`src/rtl/dram_write_merger_pkg.sv`:
```
`default_nettype none
// ============================================================================
// Module   : dram_write_merger_pkg
// Purpose  : Shared configuration defaults and merger state encoding.
// Revision : 1.0
// ============================================================================
package dram_write_merger_pkg;

  localparam int c_global_addr_bw      = 32;
  localparam int c_data_bw             = 32;
  localparam int c_cache_size          = 8;
  localparam int c_dramw_merge_timeout = 8;

  typedef enum logic [1:0] {
    ST_EMPTY   = 2'd0,
    ST_COLLECT = 2'd1,
    ST_ISSUE   = 2'd2
  } merge_state_e;

endpackage
`default_nettype wire

```
`src/rtl/dram_write_merger_line_merge.sv`:
```
`default_nettype none
// ============================================================================
// Module   : dram_line_merge
// Purpose  : Word-masked overlay of a new partial line onto a staged line.
// Revision : 1.0
// ============================================================================
module dram_line_merge
  import dram_write_merger_pkg::*;
#(
  parameter int DBW   = c_data_bw,
  parameter int CSIZE = c_cache_size
) (
  input  logic [CSIZE-1:0][DBW-1:0] i_old_data,
  input  logic [CSIZE-1:0]          i_old_mask,
  input  logic [CSIZE-1:0][DBW-1:0] i_new_data,
  input  logic [CSIZE-1:0]          i_new_mask,
  output logic [CSIZE-1:0][DBW-1:0] o_data,
  output logic [CSIZE-1:0]          o_mask,
  output logic                      o_full
);

  for (genvar k = 0; k < CSIZE; k++) begin : g_word
    assign o_data[k] = i_new_mask[k] ? i_new_data[k] : i_old_data[k];
  end

  assign o_mask = i_old_mask | i_new_mask;
  assign o_full = &o_mask;

endmodule
`default_nettype wire

```
`src/rtl/dram_write_merger.sv`:
```
`default_nettype none
// ============================================================================
// Module   : dram_write_merger
// Purpose  : Merges consecutive same-line partial writes into one DRAM write.
//            Optional counters o_n_merge/o_n_issue under DRAMW_MERGE_STAT_EN.
// Revision : 1.0
// ============================================================================
module dram_write_merger
  import dram_write_merger_pkg::*;
#(
  parameter int GBW     = c_global_addr_bw,
  parameter int DBW     = c_data_bw,
  parameter int CSIZE   = c_cache_size,
  parameter int TIMEOUT = c_dramw_merge_timeout
) (
  input  logic                      i_clk,
  input  logic                      i_rst,
  input  logic                      wi_rdy,
  output logic                      wi_ack,
  input  logic [GBW-1:0]            i_dramwa,
  input  logic [CSIZE-1:0][DBW-1:0] i_dramwd,
  input  logic [CSIZE-1:0]          i_dramw_mask,
  input  logic                      i_flush,
  output logic                      dramw_rdy,
  input  logic                      dramw_ack,
  output logic [GBW-1:0]            o_dramwa,
  output logic [CSIZE-1:0][DBW-1:0] o_dramwd,
  output logic [CSIZE-1:0]          o_dramw_mask,
  output logic                      o_idle
`ifdef DRAMW_MERGE_STAT_EN
  ,
  output logic [31:0]               o_n_merge,
  output logic [31:0]               o_n_issue
`endif
);

  localparam int                 c_tmr_w   = (TIMEOUT < 1) ? 1 : $clog2(TIMEOUT + 1);
  localparam logic [c_tmr_w-1:0] c_timeout = c_tmr_w'(TIMEOUT);

  merge_state_e              r_state;
  logic [GBW-1:0]            r_addr;
  logic [CSIZE-1:0][DBW-1:0] r_data;
  logic [CSIZE-1:0]          r_mask;
  logic [c_tmr_w-1:0]        r_timer;

  logic                      w_collect;
  logic                      w_same_addr;
  logic                      w_in_nz;
  logic                      w_mrg_full;
  logic [CSIZE-1:0][DBW-1:0] w_old_data;
  logic [CSIZE-1:0][DBW-1:0] w_mrg_data;
  logic [CSIZE-1:0]          w_old_mask;
  logic [CSIZE-1:0]          w_mrg_mask;

  assign w_collect   = (r_state == ST_COLLECT);
  assign w_same_addr = (i_dramwa == r_addr);
  assign w_in_nz     = |i_dramw_mask;

  // A fresh capture overlays an empty line, so unmasked words of a new entry are zero.
  assign w_old_data = w_collect ? r_data : '0;
  assign w_old_mask = w_collect ? r_mask : '0;

  dram_line_merge #(
    .DBW   (DBW),
    .CSIZE (CSIZE)
  ) u_line_merge (
    .i_old_data (w_old_data),
    .i_old_mask (w_old_mask),
    .i_new_data (i_dramwd),
    .i_new_mask (i_dramw_mask),
    .o_data     (w_mrg_data),
    .o_mask     (w_mrg_mask),
    .o_full     (w_mrg_full)
  );

  always_comb begin
    wi_ack = 1'b0;
    if (!i_rst) begin
      case (r_state)
        ST_EMPTY:   wi_ack = wi_rdy;
        ST_COLLECT: wi_ack = wi_rdy && w_same_addr;
        ST_ISSUE:   wi_ack = wi_rdy && dramw_ack;
        default:    wi_ack = 1'b0;
      endcase
    end
  end

  always_ff @(posedge i_clk or posedge i_rst) begin
    if (i_rst) begin
      r_state <= ST_EMPTY;
      r_addr  <= '0;
      r_data  <= '0;
      r_mask  <= '0;
      r_timer <= '0;
    end else begin
      case (r_state)
        ST_EMPTY: begin
          if (wi_rdy && w_in_nz) begin
            r_addr  <= i_dramwa;
            r_data  <= w_mrg_data;
            r_mask  <= w_mrg_mask;
            r_timer <= '0;
            r_state <= ST_COLLECT;
          end
        end
        ST_COLLECT: begin
          if (wi_rdy && w_same_addr) begin
            r_data  <= w_mrg_data;
            r_mask  <= w_mrg_mask;
            r_timer <= '0;
            if (w_mrg_full || i_flush) r_state <= ST_ISSUE;
          end else if (wi_rdy || i_flush || (&r_mask) || (r_timer == c_timeout)) begin
            r_state <= ST_ISSUE;
          end else begin
            r_timer <= r_timer + c_tmr_w'(1);
          end
        end
        ST_ISSUE: begin
          // The entry stays frozen until DRAM takes it; a waiting input refills it in the same cycle.
          if (dramw_ack) begin
            if (wi_rdy && w_in_nz) begin
              r_addr  <= i_dramwa;
              r_data  <= w_mrg_data;
              r_mask  <= w_mrg_mask;
              r_timer <= '0;
              r_state <= ST_COLLECT;
            end else begin
              r_mask  <= '0;
              r_state <= ST_EMPTY;
            end
          end
        end
        default: r_state <= ST_EMPTY;
      endcase
    end
  end

  assign dramw_rdy    = (r_state == ST_ISSUE);
  assign o_dramwa     = r_addr;
  assign o_dramwd     = r_data;
  assign o_dramw_mask = r_mask;
  assign o_idle       = (r_state == ST_EMPTY);

`ifdef DRAMW_MERGE_STAT_EN
  logic [31:0] r_n_merge;
  logic [31:0] r_n_issue;

  always_ff @(posedge i_clk or posedge i_rst) begin
    if (i_rst) begin
      r_n_merge <= '0;
      r_n_issue <= '0;
    end else begin
      if (w_collect && wi_ack)     r_n_merge <= r_n_merge + 32'd1;
      if (dramw_rdy && dramw_ack)  r_n_issue <= r_n_issue + 32'd1;
    end
  end

  assign o_n_merge = r_n_merge;
  assign o_n_issue = r_n_issue;
`endif

endmodule
`default_nettype wire

```
`config.mk`:
```
export PLATFORM = sky130hd
export DESIGN_NAME = dram_write_merger
export DESIGN_NICKNAME = d
export VERILOG_FILES = /design/src/rtl/dram_write_merger_pkg.sv /design/src/rtl/dram_write_merger_line_merge.sv /design/src/rtl/dram_write_merger.sv
export SDC_FILE = /design/constraint.sdc
export NUM_CORES = 1
export LEC_CHECK = 0
export ABC_AREA = 1
export ABC_CLOCK_PERIOD_IN_PS = 29700
export CAP_MARGIN = 5
export CORE_UTILIZATION = 25
export CTS_CLUSTER_SIZE = 20
export DETAILED_ROUTE_END_ITERATION = 12
export GPL_TIMING_DRIVEN = 0
export PLACE_DENSITY = 0.52
export SLEW_MARGIN = 20
export SYNTH_ARGS = -nofsm -noshare
export SYNTH_HDL_FRONTEND = slang
export SYNTH_SLANG_ARGS = --single-unit
```
`constraint.sdc`:
```
create_clock -name i_clk -period 29.7 [get_ports i_clk]
set_input_delay 5.94 -clock i_clk [delete_from_list [all_inputs] [get_ports i_clk]]
set_output_delay 5.94 -clock i_clk [all_outputs]
set_load 0.01 [all_outputs]
```
# Yosys cells after proc, flatten, opt, wreduce, memory -nomap -nowiden
# Index checks and enable logic that the tools add are counted.
# totals
input_bits	301
regBits	302
# classes
muxes	36
bitwise	1
addsub	1
reduce_logical	18
n_eq_ne	10
# ops
cell	n
two-way mux 256 bit	4
case mux 256 bit (3 select lines)	1
two-way mux 32 bit	10
case mux 32 bit (2 select lines)	1
two-way mux 8 bit	5
== test 32 bit	1
case mux 8 bit (3 select lines)	1
two-way mux 4 bit	4
AND reduction 8 bit	2
case mux 4 bit (3 select lines)	1
two-way mux 2 bit	5
bitwise OR 8 bit	1
AND reduction 4 bit	2
OR reduction 8 bit	1
inequality test 2 x 1 -> 1 bit, second input constant	3
case mux 2 bit (3 select lines)	1
AND reduction 3 bit	2
adder 4 x 1 -> 4 bit, second input constant	1
== test 4 bit, second input constant	1
logical OR 1 bit	4
logical AND 1 bit	3
inequality test 3 x 1 -> 1 bit, second input constant	1
inequality test 3 x 2 -> 1 bit, second input constant	1
inequality test 3 bit, second input constant	1
other kinds (8)	9

# Longest topological paths before layout
# depth
depth_word	8
ltp_mapped	15

# Hierarchy
# From an unflattened synthesis, not the netlist that was laid out.
# unflattened
hier_cells	2432
area_unflattened_um2	19229.7
# modules_own_cells
mod	area_each_um2	seq_area_each_um2	n_inst	cells_each
dram_write_merger	14926.8	7557.2	1	2053
dram_line_merge	4302.9	0.0	1	379

# Least setup slack after synthesis
# No wires, ideal clock.
# synth_path
path_type	input to output
from	in i_dramwa[8]
to	out wi_ack
cell_stages	10
required_time_ps	23760
slack_ps	16964
n_path_buf	0
arrival_ps	6796
cell_sequence	inv_1 > nand2_1 > nand2_1 > a21oi_1 > nand2_1 > nor2_1 > nand2_1 > nor2_1 > nand3_1 > a21oi_1
# synth_between
elab_chain_len	4
# synth_lines
element	line_no	source
from (decl)	dram_write_merger.sv:20	input logic [GBW-1:0] i_dramwa,
== test 32 bit	dram_write_merger.sv:56	assign w_same_addr = (i_dramwa == r_addr);
logical AND 1 bit	dram_write_merger.sv:81	ST_COLLECT: wi_ack = wi_rdy && w_same_addr;
case mux 1 bit (3 select lines)	dram_write_merger.sv:79	case (r_state)
two-way mux 1 bit	dram_write_merger.sv:78	if (!i_rst) begin
to (decl)	dram_write_merger.sv:19	output logic wi_ack,
# Every way passes these cells.

# Worst setup path in the final report
# layout_path
from	in wi_rdy
to	out wi_ack
# layout_between
elab_chain_len	3
# layout_lines
element	line_no	source
from (decl)	dram_write_merger.sv:18	input logic wi_rdy,
logical AND 1 bit, on equally long branches	dram_write_merger.sv:82, dram_write_merger.sv:81	
case mux 1 bit (3 select lines) (*)	dram_write_merger.sv:79	
two-way mux 1 bit (*)	dram_write_merger.sv:78	
# Mark *: on every way between the ends. The rest lies on a longest branch, timed or not.

==> impl_results.rst <==
.. list-table::
   :header-rows: 1

   * - Metric
     - Value
   * - Outcome
     - finished clean
   * - Element type at the critical path start
     - input pin
   * - Storage element area
     - 7560 sq um
   * - Mapped cell area
     - 14800 sq um
   * - Average vias per placed instance
     - roughly 4.4
   * - Depth of the CTS H-tree
     - 2
   * - Vias in the first global route
     - 14600
   * - Tcrit/Tclk final
     - 47.5%
   * - Post-synthesis cell type count
     - 32
   * - Routed length per placed instance
     - 18.6 um
   * - TritonCTS buffer count
     - 39
   * - Number of buffer cells added on primary ports
     - 591
   * - Largest vdd supply drop
     - 0.0403 mV
   * - Synth warn
     - 0
   * - CP endpoint kind
     - primary output
   * - Standby leakage power
     - 11.1 nW
   * - Number of I/O pins
     - 600
   * - Maximum clock frequency
     - 0.0710 GHz
   * - Gr usage total
     - 19.7%
   * - Post-route DRC
     - 0
   * - Overall via count from detail_route
     - 14400
   * - Synthesized flop and latch total
     - just over 300
   * - Cell Count, Final, Fillers Out
     - 3263
   * - Top cells by area in the synthesized netlist
     - sky130_fd_sc_hd__dfrtp_1, sky130_fd_sc_hd__nand2_1, sky130_fd_sc_hd__nand3b_1, sky130_fd_sc_hd__inv_1, sky130_fd_sc_hd__buf_2
   * - CTS sink count
     - about 300
   * - Core box area
     - 58100 sq um
   * - Area enclosed by the die boundary
     - 60200 sq um
   * - Die H
     - 245 um
   * - Filler Cell Count
     - 5983
   * - Routability cong.
     - 0.870
   * - Slew Viols, Final
     - 0
   * - Clock-pin slew on the worst setup and hold paths
     - 0.05 ns
   * - Final Critical Period
     - 14.09 ns
   * - Number of hold violations in the final report
     - 0
   * - Required time at the endpoint of the critical path
     - between 20 and 25 ns
   * - Wire length of the first global-routing pass
     - 89.6 mm
   * - Part of the Yosys area used for sequential elements
     - 51.1%
   * - Critical path start-end classification
     - in2out
   * - Summed negative setup slack over all endpoints
     - 0 ns
   * - Routed wire length
     - ~61 mm
   * - Post-layout nets
     - approximately 2800
   * - Post-synth top area share
     - 51.1%
   * - Area added between synthesis and finish
     - 56.9%
   * - Routed Antenna Nets
     - 0
   * - Resize count post-CTS
     - 0
   * - Number of placement rows
     - just under 90
   * - Starting density of the core
     - 25.4%
   * - Largest net degree at the start of global routing
     - 73
   * - Maximum fanout along the worst path
     - 6
   * - Most frequent cells in the layout
     - sky130_fd_sc_hd__nand2_1, sky130_fd_sc_hd__clkdlybuf4s50_1, sky130_fd_sc_hd__dfrtp_1, sky130_fd_sc_hd__nand3b_1, sky130_fd_sc_hd__inv_1
   * - Average cell area after synthesis
     - between 8 and 9 sq um
   * - Number of post-CTS setup repair buffers
     - 0
   * - Reported max-cap violation count
     - 0
   * - Final total power
     - 2.37 mW
   * - Setup-failing EPs final
     - 0
   * - Total gr overflow
     - 0
   * - HPWL reported at the end of detailed placement
     - about 47 mm
   * - Worst max-slew margin expressed relative to the limit
     - 57.9%
   * - Number of antenna violations at the first check in global routing
     - 9
   * - Tightest Hold Check Type
     - reg2reg
   * - Number of buffers on the longest clock path
     - 3
   * - Commonest non-fill, non-tap cell in the layout
     - sky130_fd_sc_hd__nand2_1
   * - Share of final-layout standard cells stronger than drive strength 1
     - 6.98%
   * - Setup repair after global routing missed its margin
     - false
   * - Power density of the placed cells
     - 102 nW/um^2
   * - Transition time at the pin with the least slew margin
     - 0.630 ns
   * - Cell taking the most area after synthesis
     - sky130_fd_sc_hd__dfrtp_1
   * - Worst Hold Slack
     - 0.466 ns
   * - Setup skew after layout
     - 0.0158 ns
   * - Width of the die
     - 245 um
   * - Nets in the synthesized netlist
     - 2133
   * - Initial drt markers
     - 576
   * - Synthesized instance count
     - 1830
   * - TritonCTS clock tree
     - built
   * - Buffer cell driving the clock tree root
     - sky130_fd_sc_hd__clkbuf_16
   * - Clock latency reported for the late side of the worst-skew pair
     - between 0.5 and 0.6 ns
   * - Arr. time, crit path
     - 8.15 ns
   * - Post-CTS Hold Fix Bufs
     - 0
   * - Number of detailed-route iterations in the first pass
     - 5
   * - Footprint of the multi-input gates
     - 6240 sq um
   * - Post-placement cell count
     - 3190
==> worst max-delay path, stage by stage <==
cell                              delay, ns
sky130_fd_sc_hd__clkdlybuf4s50_1       0.63
sky130_fd_sc_hd__a21boi_1              0.22
sky130_fd_sc_hd__nand2_1               0.07
sky130_fd_sc_hd__nor2_1                0.14
sky130_fd_sc_hd__nand4_1               0.13
sky130_fd_sc_hd__nor2_1                0.15
sky130_fd_sc_hd__nand3_1               0.09
sky130_fd_sc_hd__a21oi_1               0.15
sky130_fd_sc_hd__clkdlybuf4s50_1       0.62
==> synth_stat cells <==
library cell / count
sky130_fd_sc_hd__a21oi_1: 6
sky130_fd_sc_hd__nand3_2: 2
sky130_fd_sc_hd__nand3_1: 27
sky130_fd_sc_hd__nor4_1: 2
sky130_fd_sc_hd__xnor2_1: 5
sky130_fd_sc_hd__buf_8: 1
sky130_fd_sc_hd__xor2_1: 3
sky130_fd_sc_hd__buf_6: 9
sky130_fd_sc_hd__nor2_4: 1
sky130_fd_sc_hd__o21ai_0: 36
sky130_fd_sc_hd__nor3b_1: 1
sky130_fd_sc_hd__nand4_1: 43
sky130_fd_sc_hd__a21boi_1: 1
sky130_fd_sc_hd__or2_2: 1
sky130_fd_sc_hd__a21oi_2: 1
sky130_fd_sc_hd__nand3b_1: 225
sky130_fd_sc_hd__buf_4: 23
sky130_fd_sc_hd__nand2_2: 1
sky130_fd_sc_hd__and2_1: 1
sky130_fd_sc_hd__mux2_2: 3
sky130_fd_sc_hd__nand4_4: 5
sky130_fd_sc_hd__inv_1: 78
sky130_fd_sc_hd__o21bai_2: 1
sky130_fd_sc_hd__ha_1: 2
sky130_fd_sc_hd__nor2b_1: 1
sky130_fd_sc_hd__buf_1: 1
sky130_fd_sc_hd__buf_2: 57
sky130_fd_sc_hd__clkbuf_1: 33
sky130_fd_sc_hd__dfrtp_1: 302
sky130_fd_sc_hd__nor2_1: 38
sky130_fd_sc_hd__nand2_1: 916
sky130_fd_sc_hd__nor3_1: 4
==> area by class of cell <==
type / instances / share of cell area [%]
diodes: 5 / 0.0539
clock inverters: 14 / 1.10
repair buffers: 595 / 26.0
clock buffers: 54 / 5.02
multi-input cells: 1326 / 26.9
plain buffers: 124 / 3.02
flip-flops and latches: 302 / 32.5
well taps: 765 / 4.12
inverters: 78 / 1.29
==> sequential cells by signal (all words and copies together) (netlist names) <==
| name | count |
|---|---|
| o_dramw_mask | 8 |
| o_dramwa | 32 |
| o_dramwd | 256 |
| r_state | 2 |
| r_timer | 4 |
==> through the flow <==
| step | setup WS [ns] | util [%] | instance area, sq um |
|---|---|---|---|
| 5_1_grt | 15.43 | 39.9 | 23200 |
| 6_report | 15.61 | 39.9 | 23200 |
| 3_3_place_gp | 10.41 | 37.3 | 21700 |
| 4_1_cts | 15.60 | 39.9 | 23200 |
| 3_5_place_dp | 15.61 | 37.5 | 21800 |
| 2_1_floorplan | 15.41 | - | 14800 |
==> logic make-up after synthesis <==
| group | after synthesis | share of synthesized area (%) |
|---|---|---|
| AO/OA/AOI/OAI | 45 | 1.61 |
| multiplexers | 3 | 0.228 |
| buffers and inverters | 202 | 6.72 |
| adder cells (fa/ha/maj) | 2 | 0.169 |
| flip-flops | 302 | 51.1 |
| XOR/XNOR | 8 | 0.474 |
| AND/OR/NAND/NOR | 1268 | 39.7 |
==> layer usage <==
| layer | share of wire [%] | vias to the layer above | track usage [%] |
|---|---|---|---|
| li1 | - | 7062 | - |
| met1 | 40 | 6737 | 23.2 |
| met2 | 48 | 486 | 33.3 |
| met3 | 8.0 | 104 | 5.95 |
| met4 | 3.4 | 8 | 7.57 |
| met5 | 0.096 | - | 0 |
==> where the power goes <==
| group | total (mW) | switching [mW] | internal [mW] |
|---|---|---|---|
| registers | 0.743 | 0.132 | 0.612 |
| logic | 1.11 | 0.574 | 0.531 |
| clock network | 0.525 | 0.191 | 0.334 |
| total | 2.37 | 0.897 | 1.48 |
==> worst paths after layout <==
| check | start | to | slack (ns) | cells past startpoint |
|---|---|---|---|---|
| min in group asynchronous | i_rst | o_dramwa[22] | 5.82 | 2 |
| max in group asynchronous | i_rst | o_dramwd[245] | 22.51 | 5 |
| worst max-delay path | wi_rdy | wi_ack | 15.61 | 9 |
| worst max register to register | o_dramwa[14] | o_dramwd[124] | 26.98 | 10 |
| worst min register to register | o_dramwd[254] | o_dramwd[254] | 0.47 | 2 |
| worst min-delay path | o_dramwd[254] | o_dramwd[254] | 0.47 | 2 |
(Power assumes the default switching activity.)
